==> config.mk <==
export PLATFORM = sky130hd
export DESIGN_NAME = lsu_align
export DESIGN_NICKNAME = d
export VERILOG_FILES = /design/src/rtl/lsu_align.sv
export SDC_FILE = /design/constraint.sdc
export NUM_CORES = 1
export LEC_CHECK = 0
export CORE_AREA = 10 10 99 136
export DETAILED_ROUTE_END_ITERATION = 6
export DIE_AREA = 0 0 109 146
export PLACE_DENSITY_LB_ADDON = 0.2
export SYNTH_ARGS = -nofsm -noshare
export SYNTH_HDL_FRONTEND = slang
export SYNTH_SLANG_ARGS = --single-unit
==> constraint.sdc <==
create_clock -name clk -period 6.6 [get_ports clk]
set_input_delay 1.32 -clock clk [delete_from_list [all_inputs] [get_ports clk]]
set_output_delay 1.32 -clock clk [all_outputs]
set_load 0.03 [all_outputs]
==> src/rtl/lsu_align.sv <==
// lsu_align: turns RV32I byte/half/word loads and stores into whole-word accesses
// on a 1-cycle registered-read RAM; sub-word stores go through read-modify-write.
package mem_pkg;
  typedef enum logic {MEM_LOAD = 1'b0, MEM_STORE = 1'b1} mem_op_e;
endpackage

// state   | meaning
// IDLE    | waiting for a request, req_ready high
// LD_ADDR | load: word address on RAM
// LD_DATA | load: RAM data valid, lane extracted into resp_rdata
// RD      | sub-word store: read the target word
// MERGE   | sub-word store: splice new lane(s) into the read word
// WR      | store: full word written to RAM
// RESP    | one-cycle completion pulse
module lsu_align
  import mem_pkg::*;
#(
  parameter int unsigned MEM_BYTES = 4096
) (
  input  logic        clk,
  input  logic        reset_n,
  input  logic        req_valid,
  output logic        req_ready,
  input  logic        req_we,
  input  logic [2:0]  req_funct3,
  input  logic [31:0] req_addr,
  input  logic [31:0] req_wdata,
  output logic        resp_valid,
  output logic [31:0] resp_rdata,
  output logic        resp_err,
  output logic [31:0] ram_addr,
  output logic [31:0] ram_wdata,
  output mem_op_e     ram_mem_op,
  input  logic [31:0] ram_rdata
);

  typedef enum logic [2:0] {
    IDLE    = 3'd0,
    LD_ADDR = 3'd1,
    LD_DATA = 3'd2,
    RD      = 3'd3,
    MERGE   = 3'd4,
    WR      = 3'd5,
    RESP    = 3'd6
  } state_e;

  state_e      state, state_nxt;
  logic [2:0]  f3_q;
  logic [1:0]  addr_lo_q;
  logic        accept;
  logic        req_err;
  logic [31:0] lane_shift;
  logic [15:0] half_sel;
  logic [31:0] load_val;
  logic [31:0] merged;

  assign req_ready  = (state == IDLE);
  assign resp_valid = (state == RESP);
  assign accept     = req_valid && req_ready;
  // Reset gates the write strobe directly so an in-flight RMW can never commit.
  assign ram_mem_op = (reset_n && state == WR) ? MEM_STORE : MEM_LOAD;

  always_comb begin
    req_err = 1'b0;
    if (req_addr >= 32'(MEM_BYTES))
      req_err = 1'b1;
    if (req_funct3[1:0] == 2'd1 && req_addr[0])
      req_err = 1'b1;
    if (req_funct3[1:0] == 2'd2 && req_addr[1:0] != 2'd0)
      req_err = 1'b1;
    if (req_we) begin
      if (req_funct3 > 3'd2)
        req_err = 1'b1;
    end else if (req_funct3 == 3'd3 || req_funct3 == 3'd6 || req_funct3 == 3'd7) begin
      req_err = 1'b1;
    end
  end

  always_comb begin
    state_nxt = state;
    case (state)
      IDLE: begin
        if (accept) begin
          if (req_err)                 state_nxt = RESP;
          else if (!req_we)            state_nxt = LD_ADDR;
          else if (req_funct3 == 3'd2) state_nxt = WR;
          else                         state_nxt = RD;
        end
      end
      LD_ADDR: state_nxt = LD_DATA;
      LD_DATA: state_nxt = RESP;
      RD:      state_nxt = MERGE;
      MERGE:   state_nxt = WR;
      WR:      state_nxt = RESP;
      RESP:    state_nxt = IDLE;
      default: state_nxt = IDLE;
    endcase
  end

  always_ff @(posedge clk) begin
    if (!reset_n) state <= IDLE;
    else          state <= state_nxt;
  end

  always_comb begin
    lane_shift = ram_rdata >> {addr_lo_q, 3'b000};
    half_sel   = addr_lo_q[1] ? ram_rdata[31:16] : ram_rdata[15:0];
    case (f3_q)
      3'd0:    load_val = {{24{lane_shift[7]}}, lane_shift[7:0]};
      3'd4:    load_val = {24'd0, lane_shift[7:0]};
      3'd1:    load_val = {{16{half_sel[15]}}, half_sel};
      3'd5:    load_val = {16'd0, half_sel};
      default: load_val = ram_rdata;
    endcase
  end

  // ram_wdata still holds the LSB-aligned store data while in MERGE.
  always_comb begin
    merged = ram_rdata;
    if (f3_q[1:0] == 2'd0)
      merged[{addr_lo_q, 3'b000} +: 8] = ram_wdata[7:0];
    else
      merged[{addr_lo_q[1], 4'b0000} +: 16] = ram_wdata[15:0];
  end

  always_ff @(posedge clk) begin
    if (!reset_n) begin
      f3_q       <= 3'd0;
      addr_lo_q  <= 2'd0;
      resp_rdata <= 32'd0;
      resp_err   <= 1'b0;
      ram_addr   <= 32'd0;
      ram_wdata  <= 32'd0;
    end else begin
      if (accept) begin
        f3_q       <= req_funct3;
        addr_lo_q  <= req_addr[1:0];
        resp_err   <= req_err;
        resp_rdata <= 32'd0;
        if (!req_err) begin
          ram_addr <= {req_addr[31:2], 2'b00};
          if (req_we)
            ram_wdata <= req_wdata;
        end
      end
      if (state == LD_DATA)
        resp_rdata <= load_val;
      if (state == MERGE)
        ram_wdata <= merged;
    end
  end

endmodule
# After elaboration in Yosys (flattened, before gate mapping)
# Index checks and enable logic that the tools add are counted.
# word_totals
regBits,103
latchBits,0
mem_bits_rw,0
romBits,0
out_inout_bits,100
wordCells,73
n_memories,0
# classes
addsub,2
mul,0
n_div,0
magnitude_cmp,2
eq_ne,17
n_shift,5
mux,23
n_bitwise,1
reduce_logical,16
# op_table
cell,n
32-bit 2-to-1 mux,7
32-bit one-hot mux with 4 select lines,1
32-bit bitwise mux,2
"32-bit by 13-bit >= comparator with 1-bit output, second input constant",1
"16-bit by 7-bit variable shift with 32-bit output, first input constant",1
"8-bit by 7-bit variable shift with 32-bit output, first input constant",1
16-bit by 7-bit indexed part select with 32-bit output,1
8-bit by 7-bit indexed part select with 32-bit output,1
32-bit by 5-bit right shift with 8-bit output,1
"3-bit equality test, second input constant",7
16-bit 2-to-1 mux,1
3-bit one-hot mux with 5 select lines,1
5-bit negation with 7-bit output,2
"3-bit by 2-bit equality test with 1-bit output, second input constant",4
3-bit 2-to-1 mux,4
2-bit nonzero test,4
1-bit 2-to-1 mux,7
"3-bit by 1-bit equality test with 1-bit output, second input constant",2
3-bit logical NOT,2
1-bit logical AND,4
"2-bit by 1-bit != test with 1-bit output, second input constant",2
"3-bit by 2-bit > comparator with 1-bit output, second input constant",1
3-bit AND reduction,1
"2-bit by 1-bit equality test with 1-bit output, second input constant",1
6 further kinds,7

# Longest topological paths before layout
# logic_depth
depth_word,9
depth_mapped,8

# Least setup slack after synthesis
# No wires, ideal clock.
# synth_timing
kind,input -> output
from,in reset_n
to,out ram_mem_op
arrival_ns,2.135
required_time_ns,5.280
slack_ns,3.145
stages,3
path_cell_list,clkbuf_1 clkbuf_1 and4b_1
# synth_via
elab_chain_len,2
# synth_rtl
item,line_no,rtl
start: declaration,21,"input logic reset_n,"
1-bit logical AND,61,assign ram_mem_op = (reset_n && state == WR) ? MEM_STORE : MEM_LOAD;
1-bit 2-to-1 mux,61,
end: declaration,33,"output mem_op_e ram_mem_op,"
# Every way passes these cells.

# Final worst setup path
# layout_timing
from,in req_valid
to,reg ram_wdata[8]
# layout_via
elab_chain_len,3
# layout_rtl
item,line_no,rtl
start: declaration,22,"input logic req_valid,"
1-bit logical AND,59,assign accept = req_valid && req_ready;
2-bit nonzero test (no source line),--,
3-bit AND reduction (no source line),--,
end signal: assignment,143,ram_wdata <= req_wdata;
end signal: assignment,149,ram_wdata <= merged;
end: declaration,32,"output logic [31:0] ram_wdata,"
# Every way passes these cells.
# A chain may end at the register's enable or synchronous reset.

==> impl_metrics.json <==
{
  "grt.met2_usage_pct": 40.0,
  "cts_tree": "yes",
  "path_class": "in2reg",
  "ios": 203,
  "violations": "DRC",
  "dp_hpwl_um": 14800,
  "power_leakage_uw": 0.00283,
  "use_met1_pct": 25.9,
  "fin_crit_ns": 3.89,
  "first_global_vias": 5393,
  "reg2regPathDepth": 5,
  "root_buffer": "clkbuf_16",
  "cp-startpoint": "req_valid",
  "final_cells": 882,
  "power_density_nw_per_um2": 256,
  "rsz0062_at_grt": "no",
  "busiest_layer": "met2",
  "ys_seq_area_share_pct": 40.8,
  "fin_area_um2": 7370,
  "cpPeakStageDelay_ns": 0.83,
  "synth.top_cell.area_share_pct": 40.8,
  "async_flop_share_pct": 0,
  "fp.coreArea_um2": 11100,
  "finalNetCount": 841,
  "grt.overflow.total": 0,
  "yosysWarnings": 0,
  "antennaDiodeCount": 0,
  "path_clk_slew_ns": 0.07,
  "routed_via_density": 6.03,
  "layout-drive-gt1-share_pct": 7.05,
  "post_cts_buffers": 0,
  "synth_seq_cells": 103,
  "worstSkewPairLatency_ns": 0.35,
  "synth_top_cell_by_area": "dfxtp_1",
  "grtUsageTotal_pct": 23.3,
  "yosys-top-cells-area": "dfxtp_1, nand2_1, and3_1, a21boi_0, nand2b_1",
  "gp_congestion": 0.924,
  "drt_iter0_drc": 480,
  "fin_ws_ns": 2.71,
  "die_height_um": 146,
  "timing.rr.start": "state[2]",
  "crit_path_cell_trace": "clkdlybuf4s50_1 > nor4b_4 > o2111ai_2 > or3_1 > o21ai_2 > a21oi_1",
  "vias": 5318,
  "synth_edf_count": 0,
  "hp-class": "reg2reg",
  "routed_wl_um": 19300,
  "finalSetupViolations": 0,
  "ant_nets": 0,
  "worst-endpoint-required_ns": 6.81,
  "synth_cell_types": 65,
  "dp_cells": 866,
  "detail_route.wl_per_cell_um": 21.9,
  "holdBufCountCts": 0,
  "area_growth_pct": 45.8,
  "antenna_found_initial": 0,
  "cts_buffers": 9,
  "worstMarginPinSlew_ns": 1.21,
  "die-area_um2": 15900,
  "status": "complete, but fails checks",
  "crit_slowest_cell": "or3_1",
  "grt_pass1_wl_um": 29600,
  "dp_slack_ns": 2.41,
  "cp_max_fo": 32,
  "syn_inst": 561,
  "start_util_pct": 45.5,
  "cts_resized": 0,
  "syn_area_um2": 5060,
  "cts_htree_levels": 3,
  "cts.path.max_buffers": 2,
  "final.period_utilization_pct": 59.0,
  "skew_ns": 0.00872,
  "end_kind": "flop",
  "worstPathArrival_ns": 4.10,
  "vdd_drop_max_v": 0.000141,
  "grt_max_degree": 80,
  "numPortBuffers": 200,
  "hold-worst-slack_ns": 0.465,
  "maxSlewHeadroom_pct": 19.2,
  "synth_flop_cell": "dfxtp_1",
  "fp-row-count": 46,
  "cts_sinks": 103,
  "drt_pass1_iterations": 7,
  "startpoint_type": "primary input",
  "maxCapViolations": 0,
  "hold_viol_final": 0,
  "drt_drc_violations_left": 3,
  "finalMaxSlewViolations": 0,
  "whs_path_depth": 2,
  "grt_util_met3_pct": 7.71,
  "hp-start": "ram_addr[6]",
  "fin_tns_setup_ns": 0,
  "max_freq_mhz": 257,
  "placed_area_um2": 7080,
  "die_x_um": 109,
  "syn-mean-instance-area_um2": 9.01
}
-- sequential cells by signal, indices dropped and copies added (netlist names) --
register,cells
ram_addr,30
ram_wdata,32
resp_err,1
f3_q,3
state,3
resp_rdata,32
addr_lo_q,2
-- path summary, 6_finish.rpt --
| check | slack (ns) | endpoint |
|---|---|---|
| max | 2.71 | ram_wdata[8] |
| min | 0.47 | ram_addr[6] |
| max reg2reg | 3.46 | ram_wdata[8] |
| min reg2reg | 0.47 | ram_addr[6] |
-- stage by stage --
stage / power (uW) / util, %
floorplan: 1110 / -
global placement: 1360 / 63.8
detailed placement: 1380 / 63.8
CTS: 1890 / 66.4
global route: 1970 / 66.4
finish: 1890 / 66.4
-- cells in the mapped netlist, types with 9 or more instances --
cell type,number
a21oi_1,21
nor4_1,10
dfxtp_1,103
a22o_1,16
nor2_1,19
nand2b_1,26
nand3_1,16
a21boi_0,22
a221oi_1,9
o211a_1,16
o21ai_0,17
nand2_1,73
clkbuf_1,27
and3_1,29
buf_2,10
-- kinds of logic (layout without fill, tap and decap cells) --
logic type	after synthesis	after routing	synth area share, %
muxes	12	12	2.92
DFF	103	103	40.8
and+or+nand+nor	209	209	22.4
AOI/OAI and AO/OA	177	177	27.9
adders and majority gates	5	5	1.24
other	1	2	0.0741
buffers and inverters	54	230	4.70
-- layout by cell type, fill, tap and decap left out, types with 9 or more instances in the layout --
cell type	Yosys	routed
clkbuf_16	0	9
nand3_1	16	16
clkdlybuf4s50_1	0	199
o211a_1	16	16
and3_1	29	29
nor4_1	10	10
nand2b_1	26	26
a22o_1	16	16
a21boi_0	22	22
a221oi_1	9	9
nand2_1	73	73
o21ai_0	17	17
a21oi_1	21	21
nor2_1	19	19
dfxtp_1	103	103
-- worst max-delay path, delay by kind of cell --
kind / cells / cell delay (ns)
simple gates: 2 / 1.33
compound gates: 3 / 0.94
buf+inv: 1 / 0.51
-- power by group --
| part | switching, uW | leakage (uW) | internal, uW | total [uW] |
|---|---|---|---|---|
| Clock | 258 | 0.000136 | 265 | 522 |
| Combinational | 359 | 0.00185 | 264 | 623 |
| Sequential | 62.6 | 0.000838 | 683 | 745 |
| Total | 680 | 0.00283 | 1210 | 1890 |
-- metal layers --
metal,share of wire [%],vias up,wire length (um)
met4,3.4,0,660
met5,0,-,0
met3,9.9,48,1910
li1,-,2462,-
met2,49,290,9540
met1,37,2518,7210
-- layout make-up --
class                      instances  area [um2]
clock inverter                     7        63.8
inverter                           8        30.0
multi-input combinational        405        2770
sequential                       103        2060
fill                             949        3730
tap                              144         180
timing repair buffer             206        2040
clock buffer                       9         225
Note: power is estimated with default switching activity, not from simulation.
